[config.mk]
export PLATFORM = sky130hd
export DESIGN_NAME = melody_score_sequencer
export DESIGN_NICKNAME = d
export VERILOG_FILES = /design/src/rtl/melody_score_sequencer.sv
export SDC_FILE = /design/constraint.sdc
export NUM_CORES = 1
export LEC_CHECK = 0
export ABC_CLOCK_PERIOD_IN_PS = 3000
export BUFFER_PORTS_ARGS = -buffer_cell sky130_fd_sc_hd__buf_2
export CORE_ASPECT_RATIO = 1.75
export CORE_UTILIZATION = 42
export DETAILED_ROUTE_END_ITERATION = 8
export REMOVE_ABC_BUFFERS = 1
export SLEW_MARGIN = 30
export SYNTH_ARGS = -nofsm -noshare
export SYNTH_HDL_FRONTEND = slang
export SYNTH_SLANG_ARGS = --single-unit
export TNS_END_PERCENT = 100
[constraint.sdc]
create_clock -name clk -period 3 [get_ports clk]
set_clock_uncertainty 0.2 [all_clocks]
set_input_delay 0.15 -clock clk [delete_from_list [all_inputs] [get_ports clk]]
set_output_delay 0.15 -clock clk [all_outputs]
set_load 0.005 [all_outputs]
[src/rtl/melody_score_sequencer.sv]
// Purpose: walks a stored reference melody note by note, captures the sung pitch per window, drives the scorer and totals its scores.
// Latency: NOTE_CYCLES+SCORE_LAT+3 cycles per note; first cmp_start sampled NOTE_CYCLES+2 edges after run.
// Backpressure: none on the scorer side; enable=0 freezes all state and suppresses cmp_start.
module melody_score_sequencer #(
  parameter int NUM_NOTES   = 16,
  parameter int ADDR_W      = 4,
  parameter int NOTE_CYCLES = 1_000_000,
  parameter int SCORE_LAT   = 4,
  parameter int TOTAL_W     = 12
) (
  input  logic                clk,
  input  logic                reset_n,
  input  logic                enable,
  input  logic                run,
  input  logic                pitch_valid,
  input  logic [14:0]         pitch_freq,
  output logic [ADDR_W-1:0]   note_addr,
  input  logic [14:0]         note_freq_in,
  input  logic [3:0]          score_in,
  output logic                cmp_start,
  output logic [14:0]         sung_freq_out,
  output logic [14:0]         ref_freq_out,
  output logic [TOTAL_W-1:0]  total_score,
  output logic [ADDR_W:0]     note_count,
  output logic                busy,
  output logic                done
);

  localparam int WIN_W = $clog2(NOTE_CYCLES + 1);
  localparam int LAT_W = $clog2(SCORE_LAT + 1);
  localparam logic [WIN_W-1:0]   WIN_LAST = WIN_W'(NOTE_CYCLES - 1);
  localparam logic [LAT_W-1:0]   LAT_LAST = LAT_W'(SCORE_LAT - 1);
  localparam logic [ADDR_W:0]    CNT_LAST = (ADDR_W + 1)'(NUM_NOTES);
  localparam logic [TOTAL_W-1:0] SAT_MAX  = {TOTAL_W{1'b1}};

  typedef enum logic [2:0] {
    S_IDLE, S_FETCH, S_LISTEN, S_ISSUE, S_WAIT, S_ACCUM, S_DONE
  } state_t;

  state_t             state_q, state_d;
  logic [ADDR_W-1:0]  addr_q, addr_d;
  logic [WIN_W-1:0]   win_q, win_d;
  logic [LAT_W-1:0]   lat_q, lat_d;
  logic [14:0]        cap_q, cap_d;
  logic [14:0]        sung_q, sung_d;
  logic [14:0]        ref_q, ref_d;
  logic [TOTAL_W-1:0] total_q, total_d;
  logic [ADDR_W:0]    cnt_q, cnt_d;

  logic [14:0]        cap_next;
  logic [TOTAL_W:0]   sum;
  logic [ADDR_W:0]    cnt_inc;
  logic               strobe;

  // One extra bit on the sum exposes the carry used for saturation.
  assign sum     = (TOTAL_W + 1)'(total_q) + (TOTAL_W + 1)'(score_in);
  assign cnt_inc = cnt_q + 1'b1;
  // A zero-Hz report means the detector found nothing, so it never overwrites a capture.
  assign strobe  = pitch_valid && (pitch_freq != 15'd0);

  // Next-state and datapath updates; everything holds while enable is low.
  always_comb begin
    state_d   = state_q;
    addr_d    = addr_q;
    win_d     = win_q;
    lat_d     = lat_q;
    cap_d     = cap_q;
    sung_d    = sung_q;
    ref_d     = ref_q;
    total_d   = total_q;
    cnt_d     = cnt_q;
    cap_next  = cap_q;
    cmp_start = 1'b0;
    if (enable) begin
      case (state_q)
        S_IDLE, S_DONE: begin
          if (run) begin
            addr_d  = '0;
            total_d = '0;
            cnt_d   = '0;
            state_d = S_FETCH;
          end
        end
        S_FETCH: begin
          win_d   = '0;
          state_d = S_LISTEN;
        end
        S_LISTEN: begin
          // Window start clears the capture, but a strobe in that same cycle still lands.
          cap_next = (win_q == '0) ? 15'd0 : cap_q;
          if (strobe) cap_next = pitch_freq;
          cap_d = cap_next;
          if (win_q == '0) ref_d = note_freq_in;
          if (win_q == WIN_LAST) begin
            // Load the scorer operand now so it is already valid alongside cmp_start.
            sung_d  = cap_next;
            state_d = S_ISSUE;
          end else begin
            win_d = win_q + 1'b1;
          end
        end
        S_ISSUE: begin
          cmp_start = 1'b1;
          lat_d     = '0;
          state_d   = S_WAIT;
        end
        S_WAIT: begin
          if (lat_q == LAT_LAST) state_d = S_ACCUM;
          else                   lat_d   = lat_q + 1'b1;
        end
        S_ACCUM: begin
          total_d = sum[TOTAL_W] ? SAT_MAX : sum[TOTAL_W-1:0];
          cnt_d   = cnt_inc;
          if (cnt_inc == CNT_LAST) begin
            state_d = S_DONE;
          end else begin
            addr_d  = addr_q + 1'b1;
            state_d = S_FETCH;
          end
        end
        default: state_d = S_IDLE;
      endcase
    end
  end

  // State register with synchronous active-low reset taking priority over enable.
  always_ff @(posedge clk) begin
    if (!reset_n) begin
      state_q <= S_IDLE;
      addr_q  <= '0;
      win_q   <= '0;
      lat_q   <= '0;
      cap_q   <= '0;
      sung_q  <= '0;
      ref_q   <= '0;
      total_q <= '0;
      cnt_q   <= '0;
    end else begin
      state_q <= state_d;
      addr_q  <= addr_d;
      win_q   <= win_d;
      lat_q   <= lat_d;
      cap_q   <= cap_d;
      sung_q  <= sung_d;
      ref_q   <= ref_d;
      total_q <= total_d;
      cnt_q   <= cnt_d;
    end
  end

  assign note_addr     = addr_q;
  assign sung_freq_out = sung_q;
  assign ref_freq_out  = ref_q;
  assign total_score   = total_q;
  assign note_count    = cnt_q;
  assign busy          = (state_q != S_IDLE) && (state_q != S_DONE);
  assign done          = (state_q == S_DONE);

endmodule

==> qor.yml <==
run_status:
  outcome: "complete, no violations"
job:
  maxCapViolCount: 0
cts:
  clockBufferDepth: 2
  cts_tree: "yes"
  cts.reportedPaths.clkPinSlew_ps: 70
  h-tree-depth: 3
  cts_buffers: 9
  clock_sinks: 92
  cts_setup_buffers: 0
  insertion_delay_ps: 350
  ctsRootBufferMaster: "clkbuf_16"
synth:
  netlist_instances: 514
  yosysMostFrequentCell: "dfxtp_1"
  syn_area_per_cell_um2: 8.57
  synth_top_area_share_pct: 41.8
  ys_warn_count: 0
  synth-edff-count: 0
  yosysTopAreaCell: "dfxtp_1"
  synthTopCellsByCount: "92 x dfxtp_1, 65 x nand2_1, 48 x nor2_1, 22 x a21oi_1, 22 x a31oi_1"
  yosysSeqAreaShare_pct: 41.8
  ys_async_sr_fraction_pct: 0
  ys_types: 59
  yosys_most_used_dff: "dfxtp_1"
  synth-seq-cells: 92
  synth.area.top_cells: "dfxtp_1 42%, nand2_1 5.5%, mux2i_1 4.8%"
  syn_area_um2: 4410
timing:
  holdWs_ps: 5.81
  fmax_ghz: 0.376
  fin_ws_ps: 339
  fin_setup_tns_ps: 0
  maxSlewViolCount: 0
  fin_crit_sh_pct: 88.7
  rsz0062_at_grt: "no"
  worst_pin_slew_ps: 618
  setup_viol: 0
  fin_crit_ps: 2660
  finalHoldViolations: 0
  maxSlewHeadroom_pct: 58.4
critical_path:
  worst_r2r_startpoint: "win_q[6]$_SDFFE_PN0P_"
  worstSetupStartpoint: "win_q[6]$_SDFFE_PN0P_"
  cp_num_cells: 6
  cp.required_ps: 3070
  cp-start-kind: "register"
  cpMaxStageDelayCell: "or4_1"
  reg2reg_depth: 6
  cp-endpoint: "sung_freq_out[4]$_SDFFE_PN0P_"
  path_max_fanout: 30
  max_stage_delay_ps: 700
  cp_data_arrival_time_ps: 2730
  path_buf_inv: 1
  cp_cell_sequence: "or4_4, or4_1, nor3_4, buf_12, o21ai_1, a31oi_1"
  crit_type: "register to register"
  rrSetupSlack_ps: 340
  cp-end-kind: "register"
  cp_top_family: "simple AND/OR/NAND/NOR gates"
  r2r-end: "sung_freq_out[4]$_SDFFE_PN0P_"
floorplanning:
  die_w_um: 79.4
  placementRows: 49
  die_h_um: 137
  die-area_um2: 10900
  ios: 93
  initial_core_util_pct: 43.0
  core_area_um2: 10200
detailed_routing:
  wl_um: 11200
  viasPerCell: 5.55
  drc_errors: 0
  postRouteAntennaNets: 0
  vias: 4227
  drt_iter0_drc: 179
  dr.pass1.iters: 4
  wire_per_inst_um: 14.8
global_routing:
  antenna_found_initial: 0
  track_usage_pct: 21.1
  grt_start_max_net_pins: 31
  grt_pass1_wl_um: 18200
  gr-total-overflow: 0
  grt_pass1_vias: 3984
power:
  total_power_uw: 2550
  power_density_nw_per_um2: 457
  ir_worst_vdd_uv: 407
  p_leak_uw: 0.00235
placed_design:
  globalplace.congestion: 0.919
  dpl_cell_area_um2: 4970
  port_buffers: 92
  dp_slack_ps: 368
  dpl.hpwl_um: 8030
finish:
  area_growth_pct: 26.5
  seq_area_um2: 1840
  antennaDiodeCount: 0
  fin_area_um2: 5570
  nNetsFinal: 679
  fillCellCount: 975
  drive_above_1_share_pct: 20.2
  multiInputGateArea_um2: 2380
hold_path:
  hp-class: "input pin to register"
layout by cell type, fill, tap and decap left out, types with 4 or more instances in the layout:
| master | synthesis | final |
|---|---|---|
| nor3_1 | 7 | 7 |
| nor2b_1 | 5 | 5 |
| clkbuf_16 | 0 | 9 |
| nor2_1 | 48 | 48 |
| buf_4 | 0 | 9 |
| o21a_1 | 4 | 4 |
| xnor2_1 | 9 | 9 |
| a21oi_1 | 22 | 22 |
| a22o_1 | 15 | 15 |
| nand4_1 | 10 | 10 |
| ha_1 | 10 | 10 |
| nand3_1 | 17 | 17 |
| or4_1 | 4 | 4 |
| mux2i_1 | 21 | 21 |
| a211oi_1 | 5 | 5 |
| nor4_1 | 8 | 8 |
| and3_1 | 10 | 10 |
| nand2b_1 | 5 | 5 |
| o31ai_1 | 4 | 4 |
| and4_1 | 4 | 4 |
| o21ai_1 | 16 | 16 |
| dfxtp_1 | 92 | 92 |
| xor2_1 | 10 | 10 |
| buf_2 | 4 | 92 |
| o21ai_0 | 20 | 20 |
| nand2_1 | 65 | 65 |
| dlygate4sd3_1 | 0 | 31 |
| inv_1 | 10 | 10 |
| a31oi_1 | 22 | 22 |
what timing repair did:
action / CTS / global route
hold endpoints to repair: 45 / 0
gates resized for setup: 0 / 0
hold buffers: 31 / 0
worst min path at each step:
stage / from / to / slack [ps] / cells after the start
2_1_floorplan: pitch_freq[0] / cap_q[0]$_SDFFE_PN0P_ / 80 / 1
3_3_place_gp: note_freq_in[7] / ref_freq_out[7]$_SDFFE_PN0P_ / 190 / 3
3_5_place_dp: note_freq_in[2] / ref_freq_out[2]$_SDFFE_PN0P_ / 190 / 3
4_1_cts: enable / state_q[1]$_SDFFE_PN0P_ / 3 / 3
5_1_grt: enable / state_q[1]$_SDFFE_PN0P_ / 60 / 3
6_report: run / state_q[1]$_SDFFE_PN0P_ / 6 / 4
worst register-to-register path, cell delays in order, from the launching register on:
cell and delay, ps:
dfxtp_1 400, or4_4 550, or4_1 700, nor3_4 280
buf_12 200, o21ai_1 90, a31oi_1 170
cell type report:
| class | instances | area share, % |
|---|---|---|
| multi-input cells | 383 | 42.8 |
| flip-flops and latches | 92 | 33.1 |
| repair buffers | 133 | 15.4 |
| clock buffers | 10 | 4.29 |
| well taps | 127 | 2.85 |
| clock inverters | 6 | 0.966 |
| inverters | 10 | 0.674 |
cells by family after synthesis:
logic type               after synthesis  share of synthesized area, %
flip-flops                            92                          41.8
AO/OA/AOI/OAI                        130                          19.5
AND/OR/NAND/NOR                      202                          22.7
multiplexers                          21                          4.77
buffers and inverters                 39                          4.12
adder cells (fa/ha/maj)               11                          3.29
XOR/XNOR                              19                          3.78
layer usage:
metal  wire length, µm  global-route usage [%]  vias up
li1                  -                       -     2098
met1              4390                    21.6     2020
met2              6210                    40.5       85
met3               318                    2.91       24
met4               320                    10.6        0
met5                 0                       0        -
where the power goes:
part / total [µW] / switching, µW / internal [µW]
Sequential: 1240 / 12.6 / 1230
Combinational: 195 / 107 / 87.9
Clock: 1110 / 511 / 601
state kept, by name, indices dropped and copies added, names as in the netlist:
signal	cells
total_score	12
ref_freq_out	15
note_addr	4
sung_freq_out	15
win_q	20
lat_q	3
state_q	3
cap_q	15
note_count	5
through the flow:
step,utilization (%),instances
final,54.4,761
after global routing,54.4,761
after CTS,54.4,761
after detailed placement,48.5,714
after global placement,48.5,714
after floorplan,-,485
Note: power is estimated with default switching activity, not from simulation.
